`src/rtl/jesd_tx_link_fsm.sv`:
```
// JESD204B TX link-layer sequencer: CGS, ILAS and user data driven by SYNC~ and LMFC.
// Optional macro JESD_TX_CHAR_REPLACE_EN enables end-of-frame character replacement in DATA.
module jesd_tx_link_fsm #(
   parameter int F            = 1,
   parameter int K            = 32,
   parameter int ILAS_MF      = 4,
   parameter int SYNC_REQ_CYC = 4
) (
   input  logic         clk,
   input  logic         rst_n,
   input  logic         i_sync_n,
   input  logic         i_lmfc_edge,
   input  logic [111:0] i_cfg,
   input  logic [7:0]   i_data,
   output logic         o_data_ready,
   output logic [7:0]   o_char,
   output logic         o_k,
   output logic         o_rd_en,
   output logic [1:0]   o_state,
   output logic [7:0]   o_sync_err_cnt
);

   localparam int FK = F * K;
   localparam int OW = $clog2(FK);
   localparam int MW = $clog2(ILAS_MF);
   localparam logic [OW-1:0] OCT_LAST = OW'(FK - 1);
   localparam logic [MW-1:0] MF_LAST  = MW'(ILAS_MF - 1);

   localparam logic [7:0] K28_0 = 8'h1C;
   localparam logic [7:0] K28_3 = 8'h7C;
   localparam logic [7:0] K28_4 = 8'h9C;
   localparam logic [7:0] K28_5 = 8'hBC;
   localparam logic [7:0] K28_7 = 8'hFC;

   typedef enum logic [1:0] {
      ST_CGS       = 2'd0,
      ST_ILAS_WAIT = 2'd1,
      ST_ILAS      = 2'd2,
      ST_DATA      = 2'd3
   } state_t;

   state_t          state_reg;
   logic [OW-1:0]   oct_reg, oct_next;
   logic [MW-1:0]   mf_reg, mf_cur;
   logic [3:0]      low_run_reg, low_run_next;
   logic [7:0]      char_reg, err_cnt_reg;
   logic            k_reg, rd_en_reg, ready_reg;
   logic            resync, pulse_end, ilas_done, data_emit;
   logic [7:0]      ilas_char, data_char;
   logic            ilas_k, data_k;
   logic [3:0]      cfg_idx;
   logic [7:0]      cfg_oct [16];

   generate
      for (genvar gi = 0; gi < 16; gi++) begin : g_cfg
         if (gi < 14) begin : g_used
            assign cfg_oct[gi] = i_cfg[8*gi +: 8];
         end else begin : g_pad
            assign cfg_oct[gi] = 8'h00;
         end
      end
   endgenerate

   // oct_next is the multiframe index of the octet launched at this edge.
   always_comb begin
      oct_next     = (i_lmfc_edge || oct_reg == OCT_LAST) ? '0 : oct_reg + OW'(1);
      low_run_next = i_sync_n ? 4'd0 : ((low_run_reg == 4'hF) ? 4'hF : low_run_reg + 4'd1);
      resync       = !i_sync_n && (({1'b0, low_run_reg} + 5'd1) == 5'(SYNC_REQ_CYC));
      pulse_end    = i_sync_n && (low_run_reg != 4'd0) && (low_run_reg < 4'(SYNC_REQ_CYC));
      ilas_done    = (oct_reg == OCT_LAST) && (mf_reg == MF_LAST);
      mf_cur       = (oct_reg == OCT_LAST) ? mf_reg + MW'(1) : mf_reg;
      data_emit    = !resync && (state_reg == ST_DATA || (state_reg == ST_ILAS && ilas_done));
      cfg_idx      = 4'(oct_next - OW'(2));

      ilas_char = 8'(oct_next);
      ilas_k    = 1'b0;
      if (oct_next == '0) begin
         ilas_char = K28_0;
         ilas_k    = 1'b1;
      end else if (oct_next == OCT_LAST) begin
         ilas_char = K28_3;
         ilas_k    = 1'b1;
      end else if (mf_cur == MW'(1)) begin
         if (oct_next == OW'(1)) begin
            ilas_char = K28_4;
            ilas_k    = 1'b1;
         end else if (oct_next <= OW'(15)) begin
            ilas_char = cfg_oct[cfg_idx];
         end
      end
   end

`ifdef JESD_TX_CHAR_REPLACE_EN
   localparam int FW = (F > 1) ? $clog2(F) : 1;
   localparam logic [FW-1:0] FPOS_LAST = FW'(F - 1);

   logic [FW-1:0] fpos_reg, fpos_next;
   logic [7:0]    prev_reg;
   logic          have_prev_reg, frame_last, repl;

   always_comb begin
      fpos_next  = (oct_next == '0 || fpos_reg == FPOS_LAST) ? '0 : fpos_reg + FW'(1);
      frame_last = (fpos_next == FPOS_LAST);
      repl       = have_prev_reg && frame_last && (i_data == prev_reg);
      data_char  = repl ? ((oct_next == OCT_LAST) ? K28_3 : K28_7) : i_data;
      data_k     = repl;
   end

   // The comparison history holds the original octet, never the substituted K-character.
   always_ff @(posedge clk or negedge rst_n) begin
      if (!rst_n) begin
         fpos_reg      <= '0;
         prev_reg      <= 8'h00;
         have_prev_reg <= 1'b0;
      end else begin
         fpos_reg <= fpos_next;
         if (data_emit) begin
            if (frame_last) begin
               prev_reg      <= i_data;
               have_prev_reg <= 1'b1;
            end
         end else begin
            have_prev_reg <= 1'b0;
         end
      end
   end
`else
   always_comb begin
      data_char = i_data;
      data_k    = 1'b0;
   end
`endif

   always_ff @(posedge clk or negedge rst_n) begin
      if (!rst_n) begin
         state_reg   <= ST_CGS;
         oct_reg     <= '0;
         mf_reg      <= '0;
         low_run_reg <= 4'd0;
         char_reg    <= K28_5;
         k_reg       <= 1'b1;
         rd_en_reg   <= 1'b0;
         ready_reg   <= 1'b0;
         err_cnt_reg <= 8'd0;
      end else begin
         rd_en_reg   <= 1'b1;
         oct_reg     <= oct_next;
         low_run_reg <= low_run_next;
         case (state_reg)
            ST_CGS: begin
               char_reg  <= K28_5;
               k_reg     <= 1'b1;
               ready_reg <= 1'b0;
               if (i_sync_n) state_reg <= ST_ILAS_WAIT;
            end
            ST_ILAS_WAIT: begin
               char_reg  <= K28_5;
               k_reg     <= 1'b1;
               ready_reg <= 1'b0;
               if (!i_sync_n) begin
                  state_reg <= ST_CGS;
               end else if (i_lmfc_edge) begin
                  state_reg <= ST_ILAS;
                  mf_reg    <= '0;
                  char_reg  <= K28_0;
               end
            end
            ST_ILAS: begin
               if (resync) begin
                  state_reg <= ST_CGS;
                  char_reg  <= K28_5;
                  k_reg     <= 1'b1;
                  ready_reg <= 1'b0;
               end else if (ilas_done) begin
                  state_reg <= ST_DATA;
                  char_reg  <= data_char;
                  k_reg     <= data_k;
                  ready_reg <= 1'b1;
               end else begin
                  mf_reg   <= mf_cur;
                  char_reg <= ilas_char;
                  k_reg    <= ilas_k;
               end
            end
            default: begin
               if (resync) begin
                  state_reg <= ST_CGS;
                  char_reg  <= K28_5;
                  k_reg     <= 1'b1;
                  ready_reg <= 1'b0;
               end else begin
                  char_reg  <= data_char;
                  k_reg     <= data_k;
                  ready_reg <= 1'b1;
                  if (pulse_end && err_cnt_reg != 8'hFF) err_cnt_reg <= err_cnt_reg + 8'd1;
               end
            end
         endcase
      end
   end

   assign o_state        = state_reg;
   assign o_char         = char_reg;
   assign o_k            = k_reg;
   assign o_rd_en        = rd_en_reg;
   assign o_data_ready   = ready_reg;
   assign o_sync_err_cnt = err_cnt_reg;

endmodule
```
`config.mk`:
```
export PLATFORM = sky130hd
export DESIGN_NAME = jesd_tx_link_fsm
export DESIGN_NICKNAME = d
export VERILOG_FILES = /design/src/rtl/jesd_tx_link_fsm.sv
export SDC_FILE = /design/constraint.sdc
export NUM_CORES = 1
export LEC_CHECK = 0
export CAP_MARGIN = 20
export CORE_MARGIN = 3
export CORE_UTILIZATION = 39
export CTS_CLUSTER_SIZE = 16
export DETAILED_ROUTE_END_ITERATION = 10
export GPL_ROUTABILITY_DRIVEN = 1
export PLACE_DENSITY = 0.81
export SETUP_SLACK_MARGIN = 0.05
export SKIP_CTS_REPAIR_TIMING = 1
export SYNTH_ARGS = -nofsm -noshare
export SYNTH_HDL_FRONTEND = slang
export SYNTH_SLANG_ARGS = --single-unit
export TNS_END_PERCENT = 5
```
`constraint.sdc`:
```
create_clock -name clk -period 3.8 [get_ports clk]
set_input_delay 0.38 -clock clk [delete_from_list [all_inputs] [get_ports clk]]
set_output_delay 0.38 -clock clk [all_outputs]
set_load 0.03 [all_outputs]
```
==> impl_metrics.ini <==
[place]
place_inst = 601
port_buffers = 144
place.gp.congestion = 0.900
dp_hpwl_um = 9220

[synth]
synth-simple-area-share = 0.220
ys_top_cells_by_count = nand2_1, dfrtp_1, a21oi_1
synth.area.top_cells = dfrtp_1, mux2i_1, mux2_2, dfstp_2, o221ai_1
synth_cell_types = 72
synth_top_area_cell = dfrtp_1
yosys_warnings = 0
muxShareOfSynthArea = 0.121
yosysMostFrequentCell = nand2_1
yosys.area_share.adder = 0.0357
ys_ff_latch = 32
synth_top_family_by_area = compound AO/OA/AOI/OAI gates
synth_xor_area_frac = 0.0305
synth_edf_count = 0
postSynthAreaPerCell_um2 = 8.49
ys.flop_type = dfrtp_1
synth_top_area_share = 0.206
synthesis.instances = 372
seq_area_frac_synth = 0.256
synth_compound_area_frac = 0.257
synth_fp_nets = 505
async_reset_ff_frac = 1.00
synth_area_mm2 = 0.00316

[status]
status = complete, no violations

[timing]
hold-worst-slack_ns = 0.289
rsz0062_at_grt = false
slew_headroom = 0.387
drv_slew = 0
fmax_mhz = 299
setup_viol = 0
worst_slew_pin_slew_ns = 0.919
post-route-min-period_ns = 3.34
finalClockSkew_ns = 0.00678
tns_ns = 0
hold_viol = 0
post-route-period-util = 0.879

[floorplan]
die-area_mm2 = 0.00921
die_w_um = 96.0
start_util = 0.404
fp.dieH_um = 96.0
core_area_mm2 = 0.00781
rows = 32
io_pins = 145

[detailed_routing]
drtIter0Drc = 316
drc_errors = 0
drtPass1Iterations = 6
wl_um = 11600
num_vias = 3614
drt-vias-per-instance = 5.92
postRouteAntennaNets = 0
wl_per_cell_um = 19.1

[clocking]
htreeDepth = 2
root_buffer = clkbuf_8
cts_tree = done
clk_pin_slew_ns = 0.07
clock_sinks = 32
cts_buffers = 5
clockBufferDepth = 2
clk-insertion-delay-late_ns = 0.29

[global_route]
met2_usage = 0.398
met1_usage = 0.324
grt_pass1_wl_um = 17700
track_usage = 0.248
grt_pass1_vias = 3535
globalRouteMet3Util = 0.0430
top_usage_layer = met2
grt-ovfl-total = 0
antenna_found_initial = 0
grt_max_degree = 66

[cells_and_area]
area_delta_synth_final_pct = 51.1
multi_input_area_mm2 = 0.00210
regArea_um2 = 810
layoutNonFillerInstCount = 610
antenna-diode-count = 0
nFillCells = 704
nets = 640
drive_gt1_frac = 0.120

[setup_path]
critPathCapture = o_char[5]
rr_endpoint = o_char[5]
r2r_start = oct_reg[0]
startpoint = oct_reg[0]
reg2reg_slack_ns = 0.46
worstSetupPathType = reg -> reg
max_stage_delay_ns = 0.59
crit_required_ns = 4.02
cp_slowest_cell = ha_1
r2r_cells = 11
path_cells = ha_1 -> and3_1 -> ha_1 -> nor3b_2 -> buf_4 -> inv_2 -> ha_1 -> nand2b_1 -> o221a_1 -> o2111ai_1 -> a31oi_1
cp_data_arrival_time_ns = 3.56
cp-end-kind = register
startpoint_type = register
cpMostUsedCell = ha_1
critPathMaxFanout = 16

[power]
power.leakage_nw = 1.86
peakVddDrop_v = 0.000234
power_density_mw_per_mm2 = 368

[run]
maxCapViolCount = 0

[worst_hold_path]
min_path_type = in -> async
cell usage in the layout (no fill, tap or decap), types with 7 or more instances in the layout:
master           synthesis  final
mux2i_1                 18     18
ha_1                     9      9
nand2_1                 30     30
o21ai_0                  9      9
or3_1                    9      9
nand2b_1                14     14
clkdlybuf4s50_1          0    144
dfrtp_1                 26     25
o211ai_1                 9      9
inv_1                   16     16
nor2_1                  18     18
o22ai_1                 13     13
nand3_1                 11     11
buf_4                    5     12
o221ai_1                14     14
xnor2_1                  7      7
mux2_2                  16     16
a21oi_1                 24     24
worst min path at each step:
stage	slack, ns	cells past startpoint	to
after floorplan	0.08	0	low_run_reg[0]
after global placement	0.48	1	o_data_ready
after detailed placement	0.49	1	o_sync_err_cnt[5]
after CTS	0.50	1	o_sync_err_cnt[5]
after global routing	0.29	1	o_sync_err_cnt[6]
final	0.29	1	o_sync_err_cnt[6]
kinds of logic (layout without fill, tap and decap cells):
kind of cell,after synthesis,after routing
compound gates,114,114
fa+ha+maj,9,9
xor+xnor,11,11
mux,35,35
buf+inv,47,183
flops,32,32
other cells,1,1
simple gates,123,123
power by group:
| part | total [W] | switching [W] | internal (W) |
|---|---|---|---|
| Sequential | 0.000503 | 0.0000699 | 0.000433 |
| Clock | 0.000331 | 0.000137 | 0.000194 |
| Combinational | 0.000919 | 0.000492 | 0.000427 |
critical path, delay by kind of cell, from the launching register on:
family	cells	cell delay, ns
adders and majority gates	3	1.17
DFF	1	0.40
AOI/OAI and AO/OA	3	0.59
buffers and inverters	2	0.24
and+or+nand+nor	3	0.87
cell type report:
type                       instances  area share
timing repair buffer             157       0.324
multi-input combinational        293       0.441
sequential                        32       0.170
clock buffer                       5      0.0144
clock inverter                     3     0.00892
inverter                          18      0.0147
tap                              102      0.0268
per-stage QoR:
stage	util	total power [W]	worst slack, ns	area, µm²
2_1_floorplan	-	0.00102	0.598	3160
3_3_place_gp	0.595	0.00140	0.713	4640
3_5_place_dp	0.595	0.00141	0.596	4640
4_1_cts	0.609	0.00175	0.541	4750
5_1_grt	0.611	0.00185	0.306	4770
6_report	0.611	0.00175	0.459	4770
per-layer routing:
metal  share of wire  wire, µm
met1            0.38      4470
met2            0.50      5840
met3           0.079       915
met4           0.036       422
met5               0         0
Note: power is estimated with default switching activity, not from simulation.
